`src/rtl/fractal_worker.sv`:
```
// fractal_worker: escape-time Julia/Mandelbrot pixel worker with MC result handshake.
// Optional Mandelbrot initialisation is enabled by defining FRACTAL_MANDEL_EN.
// Ports:
//   clk, n_rst                 clock (rising edge), asynchronous active-low reset
//   x, y                       pixel column/row, latched on an accepted start
//   c_real_in, c_imag_in       Julia constant (signed fixed point)
//   mode                       0 = Julia, 1 = Mandelbrot (ignored unless FRACTAL_MANDEL_EN)
//   JW_start, JW_ready         start request / worker idle
//   JW_done, MC_busy           result valid / MC still consuming it
//   address, color, iter_count framebuffer byte address, pixel colour, escape count
module fractal_worker #(
    parameter int          WIDTH      = 22,
    parameter int          FRACTIONAL = 11,
    parameter int          MAX_ITER   = 256,
    parameter int          COORD_BITS = 10,
    parameter int          SCREEN_W   = 640,
    parameter int          SCREEN_H   = 480,
    parameter int          STEP       = 10,
    parameter logic [31:0] BASE_ADDR  = 32'h0000_0000
) (
    input  logic                  clk,
    input  logic                  n_rst,
    input  logic [COORD_BITS-1:0] x,
    input  logic [COORD_BITS-1:0] y,
    input  logic [WIDTH-1:0]      c_real_in,
    input  logic [WIDTH-1:0]      c_imag_in,
    input  logic                  mode,
    input  logic                  JW_start,
    input  logic                  MC_busy,
    output logic                  JW_ready,
    output logic                  JW_done,
    output logic [31:0]           address,
    output logic [31:0]           color,
    output logic [15:0]           iter_count
);
    typedef enum logic [1:0] {IDLE, INIT, ITER, DONE} state_t;
    state_t state, state_n;
    logic [COORD_BITS-1:0] x_q, y_q;
    logic signed [WIDTH-1:0] cr, ci, zr, zi, px, py, zr_n, zi_n;
    logic [15:0] iter;
    logic signed [2*WIDTH-1:0] rr, ii;
    logic signed [2*WIDTH:0] sum, diff, zx;
    logic [31:0] addr_n;
    logic escape, last, mandel;

`ifdef FRACTAL_MANDEL_EN
    logic mode_q;
    always_ff @(posedge clk or negedge n_rst)
        if (!n_rst) mode_q <= 1'b0;
        else if (state == IDLE && JW_start) mode_q <= mode;
    assign mandel = mode_q;
`else
    logic unused_mode;
    assign unused_mode = mode;
    assign mandel = 1'b0;
`endif

    always_comb begin
        px     = WIDTH'(($signed(64'(x_q)) - 64'(SCREEN_W / 2)) * 64'(STEP));
        py     = WIDTH'(($signed(64'(y_q)) - 64'(SCREEN_H / 2)) * 64'(STEP));
        addr_n = BASE_ADDR + ((32'(y_q) * 32'(SCREEN_W) + 32'(x_q)) << 2);
        // Products kept at full width; the one-bit-wider sums cannot overflow.
        rr     = (2*WIDTH)'(zr) * (2*WIDTH)'(zr);
        ii     = (2*WIDTH)'(zi) * (2*WIDTH)'(zi);
        sum    = (2*WIDTH+1)'(rr) + (2*WIDTH+1)'(ii);
        diff   = (2*WIDTH+1)'(rr) - (2*WIDTH+1)'(ii);
        zx     = (2*WIDTH+1)'(zr) * (2*WIDTH+1)'(zi);
        escape = (sum >>> FRACTIONAL) > ((2*WIDTH+1)'(4) <<< FRACTIONAL);
        last   = iter == 16'(MAX_ITER - 1);
        zr_n   = WIDTH'(diff >>> FRACTIONAL) + cr;
        zi_n   = WIDTH'((zx <<< 1) >>> FRACTIONAL) + ci;
    end

    always_ff @(posedge clk or negedge n_rst)
        if (!n_rst) state <= IDLE;
        else state <= state_n;

    always_comb begin
        state_n = state;
        case (state)
            IDLE: state_n = JW_start ? INIT : IDLE;
            INIT: state_n = ITER;
            ITER: state_n = (escape || last) ? DONE : ITER;
            DONE: state_n = MC_busy ? DONE : IDLE;
        endcase
    end

    always_comb begin
        JW_ready = state == IDLE;
        JW_done  = state == DONE;
    end

    always_ff @(posedge clk or negedge n_rst)
        if (!n_rst) begin
            x_q        <= '0;
            y_q        <= '0;
            cr         <= '0;
            ci         <= '0;
            zr         <= '0;
            zi         <= '0;
            iter       <= '0;
            address    <= '0;
            color      <= '0;
            iter_count <= '0;
        end else begin
            case (state)
                IDLE: if (JW_start) begin
                    x_q <= x;
                    y_q <= y;
                    cr  <= c_real_in;
                    ci  <= c_imag_in;
                end
                INIT: begin
                    zr      <= mandel ? '0 : px;
                    zi      <= mandel ? '0 : py;
                    cr      <= mandel ? px : cr;
                    ci      <= mandel ? py : ci;
                    iter    <= '0;
                    address <= addr_n;
                end
                ITER: if (escape) begin
                    iter_count <= iter;
                    color      <= {8'h00, iter[7:0], iter[7:0], iter[7:0]};
                end else if (last) begin
                    iter_count <= 16'(MAX_ITER);
                    color      <= '0;
                end else begin
                    zr   <= zr_n;
                    zi   <= zi_n;
                    iter <= iter + 16'd1;
                end
                DONE: ;
            endcase
        end
endmodule
```
`config.mk`:
```
export PLATFORM = sky130hd
export DESIGN_NAME = fractal_worker
export DESIGN_NICKNAME = d
export VERILOG_FILES = /design/src/rtl/fractal_worker.sv
export SDC_FILE = /design/constraint.sdc
export NUM_CORES = 2
export LEC_CHECK = 0
export CAP_MARGIN = 20
export CELL_PAD_IN_SITES_DETAIL_PLACEMENT = 1
export CELL_PAD_IN_SITES_GLOBAL_PLACEMENT = 1
export CORE_MARGIN = 5
export CORE_UTILIZATION = 35
export CTS_CLUSTER_SIZE = 14
export DETAILED_ROUTE_END_ITERATION = 8
export PLACE_DENSITY_LB_ADDON = 0.1
export SLEW_MARGIN = 20
export SYNTH_ARGS = -nofsm -noshare
export SYNTH_HDL_FRONTEND = slang
export SYNTH_SLANG_ARGS = --single-unit
```
`constraint.sdc`:
```
create_clock -name clk -period 18.5 [get_ports clk]
set_input_delay 1.85 -clock clk [delete_from_list [all_inputs] [get_ports clk]]
set_output_delay 1.85 -clock clk [all_outputs]
set_load 0.01 [all_outputs]
```
==> impl_metrics.tcl <==
set metrics [dict create \
    outcome "finished clean" \
    synth_area_leaders "fa_1 (44%), ha_1 (12%), inv_1 (10%), dfrtp_1 (6.9%), nand2_1 (4.8%)" \
    syn2layout_area_growth_pct 7.18 \
    initial_utilization_pct 35.2 \
    routed_wl_mm 187 \
    clockBufferDepth 2 \
    drc 0 \
    fin_crit_ns 13.77 \
    fmax_mhz 72.6 \
    cts_resized 0 \
    drv_cap 0 \
    grtUsageTotal_pct 22.1 \
    core_sq_um 167000 \
    drive_gt1_share_pct 3.75 \
    dieArea_sq_um 176000 \
    path_class "flip-flop to flip-flop" \
    synth_area_sq_um 58800 \
    gp_congestion 0.807 \
    die_h_microns 420 \
    synthFlopType "dfrtp_1" \
    cts_buffers 17 \
    synth_edf_count 0 \
    die_w_microns 420 \
    worst_pin_slew_ns 1.08 \
    dp_hpwl_mm 153 \
    hold_viol 0 \
    portBuffers 130 \
    worstPathRequired_ns 18.92 \
    synthArstFlopShare_pct 100 \
    yosys.area.top_type_share_pct 43.6 \
    clk_pin_slew_worst_paths_ns 0.09 \
    cts_setup_buffers 0 \
    finClkSkew_ns 0.0269 \
    ys_seq_area_share_pct 6.94 \
    grt_pass1_wl_mm 296 \
    num_rows 150 \
    cts_hold_buf 0 \
    fin_crit_sh_pct 74.4 \
    via_per_inst 4.89 \
    drt_pass1_iterations 5 \
    synth.avg_cell_area_sq_um 9.06 \
    io_pins 151 \
    ant_nets 0 \
    setup_viol 0 \
    crit_top_cell "fa_1" \
    grt_overflow 0 \
    startpoint_type "flip-flop" \
    htree_levels 4 \
    critical-path-max-stage-delay_ns 0.90 \
    rsz0062_at_grt "no" \
    fin_nets 8356 \
    cts_tree "built" \
    drt_iter0_markers 1667 \
    cpMaxStageDelayCell "a2111oi_1" \
    root_buffer "clkbuf_16" \
    setup-tns-final_ns 0 \
    slew_headroom_pct 27.4 \
    ys_types 81 \
    finalMaxSlewViolations 0 \
    yosys_warnings 0 \
    vias 42400 \
    path_max_fanout 70 \
    worst_setup_path_end_kind "flip-flop" \
    wl_per_cell_microns 21.6 \
    synth_seq_cells 163 \
    crit_arrival_ns 14.19 \
    grt_pass1_vias 48200 \
    yosysTopAreaCell "fa_1" \
    syn_inst 6484 \
    fill_cells 19300 \
    insertion_delay_ns 0.52 \
    grt_max_degree 71 \
    antenna_found_initial 8 \
    hp-class "flip-flop to flip-flop" \
    clkSinkCount 163 \
]
-- cells in the mapped netlist (all sizes together) (4+ instances only) --
cell type,n
o2111ai,7
and3,24
nand2,752
and4,5
nor3,61
a31o,5
a31oi,44
nor3b,6
and2,235
inv,1616
nand4,15
buf,60
nand3,66
o41ai,6
o311a,4
nor4,15
a21o,75
ha,567
xor2,76
clkbuf,241
or3,24
o21ai,133
o31a,7
o21a,39
nor2,226
o31ai,10
o211ai,27
o2bb2ai,4
clkinv,7
a211o,11
nor2b,57
mux2,60
a211oi,21
a21boi,4
xnor2,202
a21oi,176
fa,1280
o21bai,35
a221oi,7
a2111oi,6
or2,11
mux2i,6
nand2b,36
or4,9
dfrtp,163
-- sequential cells by signal, summed over array words and instances (netlist names) --
| register | flops |
|---|---|
| ci | 22 |
| x_q | 10 |
| state | 2 |
| address | 21 |
| zr | 22 |
| iter | 16 |
| y_q | 10 |
| iter_count | 16 |
| zi | 22 |
| cr | 22 |
-- cell usage in the layout (no fill, tap or decap), types with 60 or more instances in the layout --
cell and count:
a21o_1 75, a21oi_1 175, and2_1 234, buf_4 87, clkdlybuf4s50_1 129, dfrtp_1 139, fa_1 1279, ha_1 567
inv_1 1614, mux2_2 60, nand2_1 752, nand3_1 66, nor2_1 224, nor3_1 61, o21ai_0 129, xnor2_1 201
xor2_1 76
-- cell type report --
type	instances	area [sq um]	area share (%)
multi-input combinational	4415	47400	75.2
inverter	1623	6090	9.67
sequential	163	4110	6.52
tap	2204	2760	4.38
timing repair buffer	220	2000	3.18
clock buffer	17	425	0.675
clock inverter	15	191	0.304
antenna	5	12.5	0.0199
-- kinds of logic after synthesis --
kind of cell | synth area share, %
buffers and inverters | 12.6
adder cells (fa/ha/maj) | 55.7
AND/OR/NAND/NOR | 12.2
AO/OA/AOI/OAI | 7.16
XOR/XNOR | 4.14
flip-flops | 6.94
multiplexers | 1.25
other | 0.00638
-- layer usage --
layer	wire [microns]	track usage, %	share of wire, %
met2	94300	39.1	50
met4	2290	3.07	1.2
met1	86100	30.5	46
met3	4210	1.64	2.2
met5	13	0	0.0070
-- through the flow --
step / std cells / utilization (%) / worst slack [ns] / hold slack (ns) / instance area [sq um]
5_1_grt: 8657 / 37.7 / 3.96 / 0.515 / 63000
2_1_floorplan: 6502 / - / 7.83 / 0.485 / 58800
3_3_place_gp: 8624 / 37.3 / 4.59 / 0.461 / 62300
4_1_cts: 8656 / 37.7 / 4.74 / 0.495 / 63000
3_5_place_dp: 8624 / 37.3 / 4.82 / 0.472 / 62300
6_report: 8662 / 37.7 / 4.73 / 0.492 / 63000
-- path summary, 6_finish.rpt --
check	slack [ns]	cells past startpoint	end	start
hold reg to reg	0.49	2	address[17]	address[17]
min in group asynchronous	1.25	1	iter[11]	n_rst
max in group asynchronous	15.87	2	zr[13]	n_rst
setup reg to reg	4.73	42	zi[8]	zr[5]
setup / recovery	4.73	42	zi[8]	zr[5]
hold / removal	0.49	2	address[17]	address[17]
-- worst max-delay path, delay by kind of cell (launching register included) --
| family | cells | cell delay, ns |
|---|---|---|
| compound gates | 15 | 4.96 |
| fa+ha+maj | 9 | 3.72 |
| simple gates | 8 | 1.98 |
| buf+inv | 8 | 1.92 |
| flops | 1 | 0.78 |
| mux | 1 | 0.13 |
| xor+xnor | 1 | 0.09 |
Power is left out: the tool's default activity adds up to more than one toggle a clock period on the data nets, which glitch-free logic cannot reach.
